==> src/rtl/id_ex_seg_reg_pkg.sv <==
// Shared constants and the control-field bundle for the ID/EX segment register.
package id_ex_seg_reg_pkg;

  localparam int unsigned REGWRITE_W   = 3;
  localparam int unsigned BRANCHTYPE_W = 3;
  localparam int unsigned ALUCONTRL_W  = 4;

  // Bubble encodings must be all-zero so that a cleared register is a bubble.
  typedef enum logic [REGWRITE_W-1:0] {
    NOREGWRITE = 3'd0,
    LB         = 3'd1,
    LH         = 3'd2,
    LW         = 3'd3,
    LBU        = 3'd4,
    LHU        = 3'd5
  } regwrite_e;

  typedef enum logic [BRANCHTYPE_W-1:0] {
    NOBRANCH = 3'd0,
    BEQ      = 3'd1,
    BNE      = 3'd2,
    BLT      = 3'd3,
    BLTU     = 3'd4,
    BGE      = 3'd5,
    BGEU     = 3'd6
  } branchtype_e;

  typedef struct packed {
    logic                    Jalr;
    logic [REGWRITE_W-1:0]   RegWrite;
    logic                    MemToReg;
    logic [3:0]              MemWrite;
    logic                    LoadNpc;
    logic [1:0]              RegRead;
    logic [BRANCHTYPE_W-1:0] BranchType;
    logic [ALUCONTRL_W-1:0]  AluContrl;
    logic                    AluSrc1;
    logic [1:0]              AluSrc2;
  } ctrl_t;

endpackage

==> src/rtl/id_ex_seg_reg_if.sv <==
// ID-side and EX-side signal bundle of the ID/EX segment register.
interface id_ex_seg_reg_if
  import id_ex_seg_reg_pkg::*;
#(
  parameter int unsigned XLEN  = 32,
  parameter int unsigned RA_W  = 5,
  parameter int unsigned CNT_W = 16
);
  logic                    en;
  logic                    clear;

  logic                    ValidD;
  logic [XLEN-1:0]         PCD;
  logic [XLEN-1:0]         ImmD;
  logic [XLEN-1:0]         RegOut1D;
  logic [XLEN-1:0]         RegOut2D;
  logic [RA_W-1:0]         Rs1D;
  logic [RA_W-1:0]         Rs2D;
  logic [RA_W-1:0]         RdD;
  logic                    JalrD;
  logic [REGWRITE_W-1:0]   RegWriteD;
  logic                    MemToRegD;
  logic [3:0]              MemWriteD;
  logic                    LoadNpcD;
  logic [1:0]              RegReadD;
  logic [BRANCHTYPE_W-1:0] BranchTypeD;
  logic [ALUCONTRL_W-1:0]  AluContrlD;
  logic                    AluSrc1D;
  logic [1:0]              AluSrc2D;

  logic                    ValidE;
  logic [XLEN-1:0]         PCE;
  logic [XLEN-1:0]         ImmE;
  logic [XLEN-1:0]         RegOut1E;
  logic [XLEN-1:0]         RegOut2E;
  logic [RA_W-1:0]         Rs1E;
  logic [RA_W-1:0]         Rs2E;
  logic [RA_W-1:0]         RdE;
  logic                    JalrE;
  logic [REGWRITE_W-1:0]   RegWriteE;
  logic                    MemToRegE;
  logic [3:0]              MemWriteE;
  logic                    LoadNpcE;
  logic [1:0]              RegReadE;
  logic [BRANCHTYPE_W-1:0] BranchTypeE;
  logic [ALUCONTRL_W-1:0]  AluContrlE;
  logic                    AluSrc1E;
  logic [1:0]              AluSrc2E;

  logic [CNT_W-1:0]        BubbleCnt;
  logic [CNT_W-1:0]        StallCnt;

  modport master (
    output en, clear,
    output ValidD, PCD, ImmD, RegOut1D, RegOut2D, Rs1D, Rs2D, RdD,
    output JalrD, RegWriteD, MemToRegD, MemWriteD, LoadNpcD, RegReadD,
    output BranchTypeD, AluContrlD, AluSrc1D, AluSrc2D,
    input  ValidE, PCE, ImmE, RegOut1E, RegOut2E, Rs1E, Rs2E, RdE,
    input  JalrE, RegWriteE, MemToRegE, MemWriteE, LoadNpcE, RegReadE,
    input  BranchTypeE, AluContrlE, AluSrc1E, AluSrc2E,
    input  BubbleCnt, StallCnt
  );

  modport slave (
    input  en, clear,
    input  ValidD, PCD, ImmD, RegOut1D, RegOut2D, Rs1D, Rs2D, RdD,
    input  JalrD, RegWriteD, MemToRegD, MemWriteD, LoadNpcD, RegReadD,
    input  BranchTypeD, AluContrlD, AluSrc1D, AluSrc2D,
    output ValidE, PCE, ImmE, RegOut1E, RegOut2E, Rs1E, Rs2E, RdE,
    output JalrE, RegWriteE, MemToRegE, MemWriteE, LoadNpcE, RegReadE,
    output BranchTypeE, AluContrlE, AluSrc1E, AluSrc2E,
    output BubbleCnt, StallCnt
  );
endinterface

==> src/rtl/id_ex_seg_reg_field.sv <==
// Generic pipeline field register: reset > clear (load zero) > en (load d) > hold.
module seg_field_reg #(
  parameter int unsigned W = 1
) (
  input  logic         clk,
  input  logic         CPU_RST,
  input  logic         en,
  input  logic         clear,
  input  logic [W-1:0] d,
  output logic [W-1:0] q
);
  always_ff @(posedge clk or posedge CPU_RST) begin
    if (CPU_RST)    q <= '0;
    else if (clear) q <= '0;
    else if (en)    q <= d;
  end
endmodule

==> src/rtl/id_ex_seg_reg.sv <==
// ID/EX segment register with stall/flush, valid flag and bubble/stall counters.
module id_ex_seg_reg
  import id_ex_seg_reg_pkg::*;
#(
  parameter int unsigned XLEN  = 32,
  parameter int unsigned RA_W  = 5,
  parameter int unsigned CNT_W = 16
) (
  input logic         clk,
  input logic         CPU_RST,
  id_ex_seg_reg_if.slave bus
);
  localparam int unsigned DATA_W = 1 + 4*XLEN + 3*RA_W;
  localparam int unsigned CTRL_W = $bits(ctrl_t);

  logic [DATA_W-1:0] data_d, data_q;
  ctrl_t             ctrl_d, ctrl_q;
  logic [CNT_W-1:0]  bubble_cnt_d, bubble_cnt_q;
  logic [CNT_W-1:0]  stall_cnt_d, stall_cnt_q;

  assign data_d = {bus.ValidD, bus.PCD, bus.ImmD, bus.RegOut1D, bus.RegOut2D,
                   bus.Rs1D, bus.Rs2D, bus.RdD};
  assign ctrl_d = {bus.JalrD, bus.RegWriteD, bus.MemToRegD, bus.MemWriteD,
                   bus.LoadNpcD, bus.RegReadD, bus.BranchTypeD, bus.AluContrlD,
                   bus.AluSrc1D, bus.AluSrc2D};

  seg_field_reg #(.W(DATA_W)) u_data_reg (
    .clk     (clk),
    .CPU_RST (CPU_RST),
    .en      (bus.en),
    .clear   (bus.clear),
    .d       (data_d),
    .q       (data_q)
  );

  seg_field_reg #(.W(CTRL_W)) u_ctrl_reg (
    .clk     (clk),
    .CPU_RST (CPU_RST),
    .en      (bus.en),
    .clear   (bus.clear),
    .d       (ctrl_d),
    .q       (ctrl_q)
  );

  assign {bus.ValidE, bus.PCE, bus.ImmE, bus.RegOut1E, bus.RegOut2E,
          bus.Rs1E, bus.Rs2E, bus.RdE} = data_q;

  assign bus.JalrE       = ctrl_q.Jalr;
  assign bus.RegWriteE   = ctrl_q.RegWrite;
  assign bus.MemToRegE   = ctrl_q.MemToReg;
  assign bus.MemWriteE   = ctrl_q.MemWrite;
  assign bus.LoadNpcE    = ctrl_q.LoadNpc;
  assign bus.RegReadE    = ctrl_q.RegRead;
  assign bus.BranchTypeE = ctrl_q.BranchType;
  assign bus.AluContrlE  = ctrl_q.AluContrl;
  assign bus.AluSrc1E    = ctrl_q.AluSrc1;
  assign bus.AluSrc2E    = ctrl_q.AluSrc2;

  // A flush during a stall counts only as a bubble, never as a stall cycle.
  always_comb begin
    bubble_cnt_d = bubble_cnt_q;
    stall_cnt_d  = stall_cnt_q;
    if (bus.clear)    bubble_cnt_d = bubble_cnt_q + CNT_W'(1);
    else if (!bus.en) stall_cnt_d  = stall_cnt_q + CNT_W'(1);
  end

  always_ff @(posedge clk or posedge CPU_RST) begin
    if (CPU_RST) begin
      bubble_cnt_q <= '0;
      stall_cnt_q  <= '0;
    end else begin
      bubble_cnt_q <= bubble_cnt_d;
      stall_cnt_q  <= stall_cnt_d;
    end
  end

  assign bus.BubbleCnt = bubble_cnt_q;
  assign bus.StallCnt  = stall_cnt_q;
endmodule

==> src/flat_wrapper.sv <==
// flat-port wrapper written by rule: the top's interface ports become plain ports
module id_ex_seg_reg_flat import id_ex_seg_reg_pkg::*;
#(
  parameter int unsigned XLEN  = 32,
  parameter int unsigned RA_W  = 5,
  parameter int unsigned CNT_W = 16
)
  (clk, CPU_RST, bus_en, bus_clear, bus_ValidD, bus_PCD, bus_ImmD, bus_RegOut1D, bus_RegOut2D, bus_Rs1D, bus_Rs2D, bus_RdD, bus_JalrD, bus_RegWriteD, bus_MemToRegD, bus_MemWriteD, bus_LoadNpcD, bus_RegReadD, bus_BranchTypeD, bus_AluContrlD, bus_AluSrc1D, bus_AluSrc2D, bus_ValidE, bus_PCE, bus_ImmE, bus_RegOut1E, bus_RegOut2E, bus_Rs1E, bus_Rs2E, bus_RdE, bus_JalrE, bus_RegWriteE, bus_MemToRegE, bus_MemWriteE, bus_LoadNpcE, bus_RegReadE, bus_BranchTypeE, bus_AluContrlE, bus_AluSrc1E, bus_AluSrc2E, bus_BubbleCnt, bus_StallCnt);
  id_ex_seg_reg_if #(.XLEN(XLEN), .RA_W(RA_W), .CNT_W(CNT_W)) bus_i ();
  input logic clk;
  input logic CPU_RST;
  input wire logic [$bits(bus_i.en)-1:0] bus_en;
  input wire logic [$bits(bus_i.clear)-1:0] bus_clear;
  input wire logic [$bits(bus_i.ValidD)-1:0] bus_ValidD;
  input wire logic [$bits(bus_i.PCD)-1:0] bus_PCD;
  input wire logic [$bits(bus_i.ImmD)-1:0] bus_ImmD;
  input wire logic [$bits(bus_i.RegOut1D)-1:0] bus_RegOut1D;
  input wire logic [$bits(bus_i.RegOut2D)-1:0] bus_RegOut2D;
  input wire logic [$bits(bus_i.Rs1D)-1:0] bus_Rs1D;
  input wire logic [$bits(bus_i.Rs2D)-1:0] bus_Rs2D;
  input wire logic [$bits(bus_i.RdD)-1:0] bus_RdD;
  input wire logic [$bits(bus_i.JalrD)-1:0] bus_JalrD;
  input wire logic [$bits(bus_i.RegWriteD)-1:0] bus_RegWriteD;
  input wire logic [$bits(bus_i.MemToRegD)-1:0] bus_MemToRegD;
  input wire logic [$bits(bus_i.MemWriteD)-1:0] bus_MemWriteD;
  input wire logic [$bits(bus_i.LoadNpcD)-1:0] bus_LoadNpcD;
  input wire logic [$bits(bus_i.RegReadD)-1:0] bus_RegReadD;
  input wire logic [$bits(bus_i.BranchTypeD)-1:0] bus_BranchTypeD;
  input wire logic [$bits(bus_i.AluContrlD)-1:0] bus_AluContrlD;
  input wire logic [$bits(bus_i.AluSrc1D)-1:0] bus_AluSrc1D;
  input wire logic [$bits(bus_i.AluSrc2D)-1:0] bus_AluSrc2D;
  output wire logic [$bits(bus_i.ValidE)-1:0] bus_ValidE;
  output wire logic [$bits(bus_i.PCE)-1:0] bus_PCE;
  output wire logic [$bits(bus_i.ImmE)-1:0] bus_ImmE;
  output wire logic [$bits(bus_i.RegOut1E)-1:0] bus_RegOut1E;
  output wire logic [$bits(bus_i.RegOut2E)-1:0] bus_RegOut2E;
  output wire logic [$bits(bus_i.Rs1E)-1:0] bus_Rs1E;
  output wire logic [$bits(bus_i.Rs2E)-1:0] bus_Rs2E;
  output wire logic [$bits(bus_i.RdE)-1:0] bus_RdE;
  output wire logic [$bits(bus_i.JalrE)-1:0] bus_JalrE;
  output wire logic [$bits(bus_i.RegWriteE)-1:0] bus_RegWriteE;
  output wire logic [$bits(bus_i.MemToRegE)-1:0] bus_MemToRegE;
  output wire logic [$bits(bus_i.MemWriteE)-1:0] bus_MemWriteE;
  output wire logic [$bits(bus_i.LoadNpcE)-1:0] bus_LoadNpcE;
  output wire logic [$bits(bus_i.RegReadE)-1:0] bus_RegReadE;
  output wire logic [$bits(bus_i.BranchTypeE)-1:0] bus_BranchTypeE;
  output wire logic [$bits(bus_i.AluContrlE)-1:0] bus_AluContrlE;
  output wire logic [$bits(bus_i.AluSrc1E)-1:0] bus_AluSrc1E;
  output wire logic [$bits(bus_i.AluSrc2E)-1:0] bus_AluSrc2E;
  output wire logic [$bits(bus_i.BubbleCnt)-1:0] bus_BubbleCnt;
  output wire logic [$bits(bus_i.StallCnt)-1:0] bus_StallCnt;
  assign bus_i.en = bus_en;
  assign bus_i.clear = bus_clear;
  assign bus_i.ValidD = bus_ValidD;
  assign bus_i.PCD = bus_PCD;
  assign bus_i.ImmD = bus_ImmD;
  assign bus_i.RegOut1D = bus_RegOut1D;
  assign bus_i.RegOut2D = bus_RegOut2D;
  assign bus_i.Rs1D = bus_Rs1D;
  assign bus_i.Rs2D = bus_Rs2D;
  assign bus_i.RdD = bus_RdD;
  assign bus_i.JalrD = bus_JalrD;
  assign bus_i.RegWriteD = bus_RegWriteD;
  assign bus_i.MemToRegD = bus_MemToRegD;
  assign bus_i.MemWriteD = bus_MemWriteD;
  assign bus_i.LoadNpcD = bus_LoadNpcD;
  assign bus_i.RegReadD = bus_RegReadD;
  assign bus_i.BranchTypeD = bus_BranchTypeD;
  assign bus_i.AluContrlD = bus_AluContrlD;
  assign bus_i.AluSrc1D = bus_AluSrc1D;
  assign bus_i.AluSrc2D = bus_AluSrc2D;
  assign bus_ValidE = bus_i.ValidE;
  assign bus_PCE = bus_i.PCE;
  assign bus_ImmE = bus_i.ImmE;
  assign bus_RegOut1E = bus_i.RegOut1E;
  assign bus_RegOut2E = bus_i.RegOut2E;
  assign bus_Rs1E = bus_i.Rs1E;
  assign bus_Rs2E = bus_i.Rs2E;
  assign bus_RdE = bus_i.RdE;
  assign bus_JalrE = bus_i.JalrE;
  assign bus_RegWriteE = bus_i.RegWriteE;
  assign bus_MemToRegE = bus_i.MemToRegE;
  assign bus_MemWriteE = bus_i.MemWriteE;
  assign bus_LoadNpcE = bus_i.LoadNpcE;
  assign bus_RegReadE = bus_i.RegReadE;
  assign bus_BranchTypeE = bus_i.BranchTypeE;
  assign bus_AluContrlE = bus_i.AluContrlE;
  assign bus_AluSrc1E = bus_i.AluSrc1E;
  assign bus_AluSrc2E = bus_i.AluSrc2E;
  assign bus_BubbleCnt = bus_i.BubbleCnt;
  assign bus_StallCnt = bus_i.StallCnt;
  id_ex_seg_reg #(.XLEN(XLEN), .RA_W(RA_W), .CNT_W(CNT_W)) u_core (.clk(clk), .CPU_RST(CPU_RST), .bus(bus_i));
endmodule
==> config.mk <==
export PLATFORM = sky130hd
export DESIGN_NAME = id_ex_seg_reg_flat
export DESIGN_NICKNAME = d
export VERILOG_FILES = /design/src/rtl/id_ex_seg_reg_pkg.sv /design/src/rtl/id_ex_seg_reg_if.sv /design/src/rtl/id_ex_seg_reg_field.sv /design/src/rtl/id_ex_seg_reg.sv /design/src/flat_wrapper.sv
export SDC_FILE = /design/constraint.sdc
export NUM_CORES = 1
export LEC_CHECK = 0
export ABC_AREA = 1
export ABC_CLOCK_PERIOD_IN_PS = 9200
export CAP_MARGIN = 25
export CORE_MARGIN = 2
export CORE_UTILIZATION = 42
export CTS_CLUSTER_DIAMETER = 200
export DETAILED_ROUTE_END_ITERATION = 16
export PLACE_DENSITY_LB_ADDON = 0.25
export SLEW_MARGIN = 20
export SYNTH_ARGS = -nofsm -noshare
export SYNTH_HDL_FRONTEND = slang
export SYNTH_SLANG_ARGS = --single-unit
==> constraint.sdc <==
create_clock -name clk -period 9.2 [get_ports clk]
set_input_delay 1.84 -clock clk [delete_from_list [all_inputs] [get_ports clk]]
set_output_delay 1.84 -clock clk [all_outputs]
set_load 0.05 [all_outputs]
==> results.toml <==
[yosys]
synth_cell_types = 27
async_flop_share_pct = 100
yosysTopAreaCell = "dfrtp_1"
yosys-top-cells-area = "dfrtp_1 61%, nand2_1 18%, nand3_1 11%"
syn_area_per_cell_sq_um = 8.88
synthesis.nets = 1089
synth-edff-count = 0
synthTopCellsByCount = "392 x nand2_1, 198 x dfrtp_1, 177 x nand3_1"
ys_seq_area_share_pct = 60.8
synth_ff_type = "dfrtp_1"
synthesis.area_sq_um = 8140
syn_inst = 917
yosysTopAreaCellShare_pct = 60.8
synth_seq_cells = 198
synth_most_common_cell = "nand2_1"
ys_warn_count = 0

[sta]
hold_ws_ns = 0.470
tns_ns = 0
finalSetupViolations = 0
worstMarginPinSlew_ns = 1.02
finalCritPeriodShare_pct = 44.6
fin_worst_skew_ns = 0.00913
fmax_mhz = 244
finalHoldViolCount = 0
rsz0062_at_grt = "false"
fin_crit_ns = 4.10
max_slew_margin_pct = 32.1
slew_violations = 0

[route]
wl_per_cell_microns = 16.0
firstDrtPassIters = 5
wirelength_microns = 24400
drtIter0Drc = 387
ant_nets = 0
viasPerCell = 4.83
vias = 7392
route.detailed.drc = 0

[clock_tree]
cts-root-buf = "clkbuf_16"
clk_pin_slew_ns = 0.08
cts_hold_buf = 0
cts_max_level = 4
clock_sinks = 198
cts_buffers = 17
clkLatencyLatePin_ns = 0.44
cts_resized = 0
cts_tree = "built"
cts_buffer_depth = 2
post_cts_buffers = 0

[run]
maxCapViolations = 0

[hold_path]
min_path_type = "reg2reg"

[status]
status = "completed"

[die]
ios = 368
die_w_microns = 143
die_h_microns = 143
rows = 50
start_util_pct = 43.1
fp.dieArea_sq_um = 20500
coreArea_sq_um = 18900

[grt]
grt_usage_pct = 23.6
use_met1_pct = 28.6
busiest_layer = "met2"
grt_pass1_vias = 7236
met2_usage_pct = 38.4
overflow = 0
grt_max_degree = 121
use_met3_pct = 7.91
grt_pass1_wl_microns = 37700
antenna_found_initial = 1

[layout]
drive_above_1_share_pct = 4.10
fillers = 1546
syn2layout_area_growth_pct = 54.7
postLayoutCellArea_sq_um = 12600
fin_nets = 1427

[placement]
gp_congestion = 0.847
placed_cell_area_sq_um = 12000
io_buffers = 367
place_hpwl_microns = 16900

[worst_setup_path]
crit_arrival_ns = 4.44
crit_chain = "clkdlybuf4s50_1 -> clkinv_4 -> buf_4 -> buf_16 -> nor3_1 -> nand3_1 -> nand2_1 -> nand2_1"
crit_slowest_cell = "clkdlybuf4s50_1"
cp_max_fo = 67
crit_path_end_kind = "flip-flop"
cp_data_required_time_ns = 9.53
cpMostUsedCell = "nand2_1"
max_stage_delay_ns = 0.75
crit_type = "in2reg"
startpoint_type = "input pin"

[power]
p_leak_uw = 0.00606
ir_drop_uv = 117
power.density_nw_per_um2 = 194
[path summary, 6_finish.rpt]
path                                         start  cells past startpoint                        to  slack, ns
setup / recovery                         bus_clear                      8  u_core.bus.BubbleCnt[14]       5.10
setup reg to reg           u_core.bus.BubbleCnt[0]                      5   u_core.bus.BubbleCnt[8]       7.78
max in group asynchronous                  CPU_RST                      4   u_core.u_data_reg.q[69]       5.96
min in group asynchronous                  CPU_RST                      2    u_core.u_ctrl_reg.q[7]       1.94
hold reg to reg            u_core.u_ctrl_reg.q[16]                      2   u_core.u_ctrl_reg.q[16]       0.47
hold / removal             u_core.u_ctrl_reg.q[16]                      2   u_core.u_ctrl_reg.q[16]       0.47
[cell usage in the layout (no fill, tap or decap), types with 3 or more instances in the layout]
cell | netlist | final
inv_1 | 22 | 21
buf_4 | 4 | 7
inv_8 | 0 | 3
bufinv_16 | 0 | 3
clkdlybuf4s50_1 | 0 | 366
xor2_1 | 11 | 11
inv_6 | 0 | 4
clkbuf_16 | 0 | 17
nand4_1 | 7 | 7
nand2_1 | 392 | 392
nor2_1 | 26 | 26
clkinv_4 | 1 | 4
dfrtp_1 | 198 | 198
nand2_2 | 3 | 3
nand3_1 | 177 | 177
xnor2_1 | 8 | 8
o21ai_1 | 3 | 3
[report_power, final]
group | leakage (uW) | switching, uW | total [uW] | internal [uW]
registers | 0.00262 | 65.2 | 1010 | 940
clock network | 0.000306 | 351 | 795 | 444
logic | 0.00314 | 413 | 640 | 228
total | 0.00606 | 829 | 2440 | 1610
[state kept, by name, indices dropped and copies added, names as in the netlist]
signal                cells
u_core.u_ctrl_reg.q      22
u_core.bus.BubbleCnt     16
u_core.bus.StallCnt      16
u_core.u_data_reg.q     144
[worst max-delay path: cells and delay by family]
family,cells,cell delay [ns]
AND/OR/NAND/NOR,4,0.53
buffers and inverters,4,1.97
[through the flow]
stage               setup WS [ns]  instances  power [uW]  util, %
finish                       5.10       1529        2440     66.7
detailed placement           4.66       1495        1660     63.3
global placement             4.71       1494        1660     63.1
CTS                          5.15       1527        2460     66.6
floorplan                    1.96        917        1390        -
global route                 4.95       1528        2530     66.7
[per-layer routing]
layer	wire, microns	vias up	part of all wire [%]
met5	13	-	0.053
met4	744	2	3.0
met3	1960	46	8.0
met2	12200	261	50
met1	9570	3494	39
li1	-	3589	-
[cell type report]
cell class              count  area [sq um]  share of cell area, %
inverters                  23          98.8                  0.785
clock inverters            14           186                   1.48
clock buffers              18           439                   3.49
well taps                 260           325                   2.58
flip-flops and latches    198          4950                   39.3
diodes                      1          2.50                 0.0199
repair buffers            375          3760                   29.9
multi-input cells         640          2830                   22.4
[cell families (layout without fill, tap and decap cells)]
logic type               after synthesis  count (layout)  synth area share [%]
flip-flops                           198             198                  60.8
buffers and inverters                 79             430                  4.43
adder cells (fa/ha/maj)                2               2                 0.307
XOR/XNOR                              19              19                  2.04
AND/OR/NAND/NOR                      613             613                  32.0
other                                  0               1                     0
AO/OA/AOI/OAI                          6               6                 0.399
(Power assumes the default switching activity.)
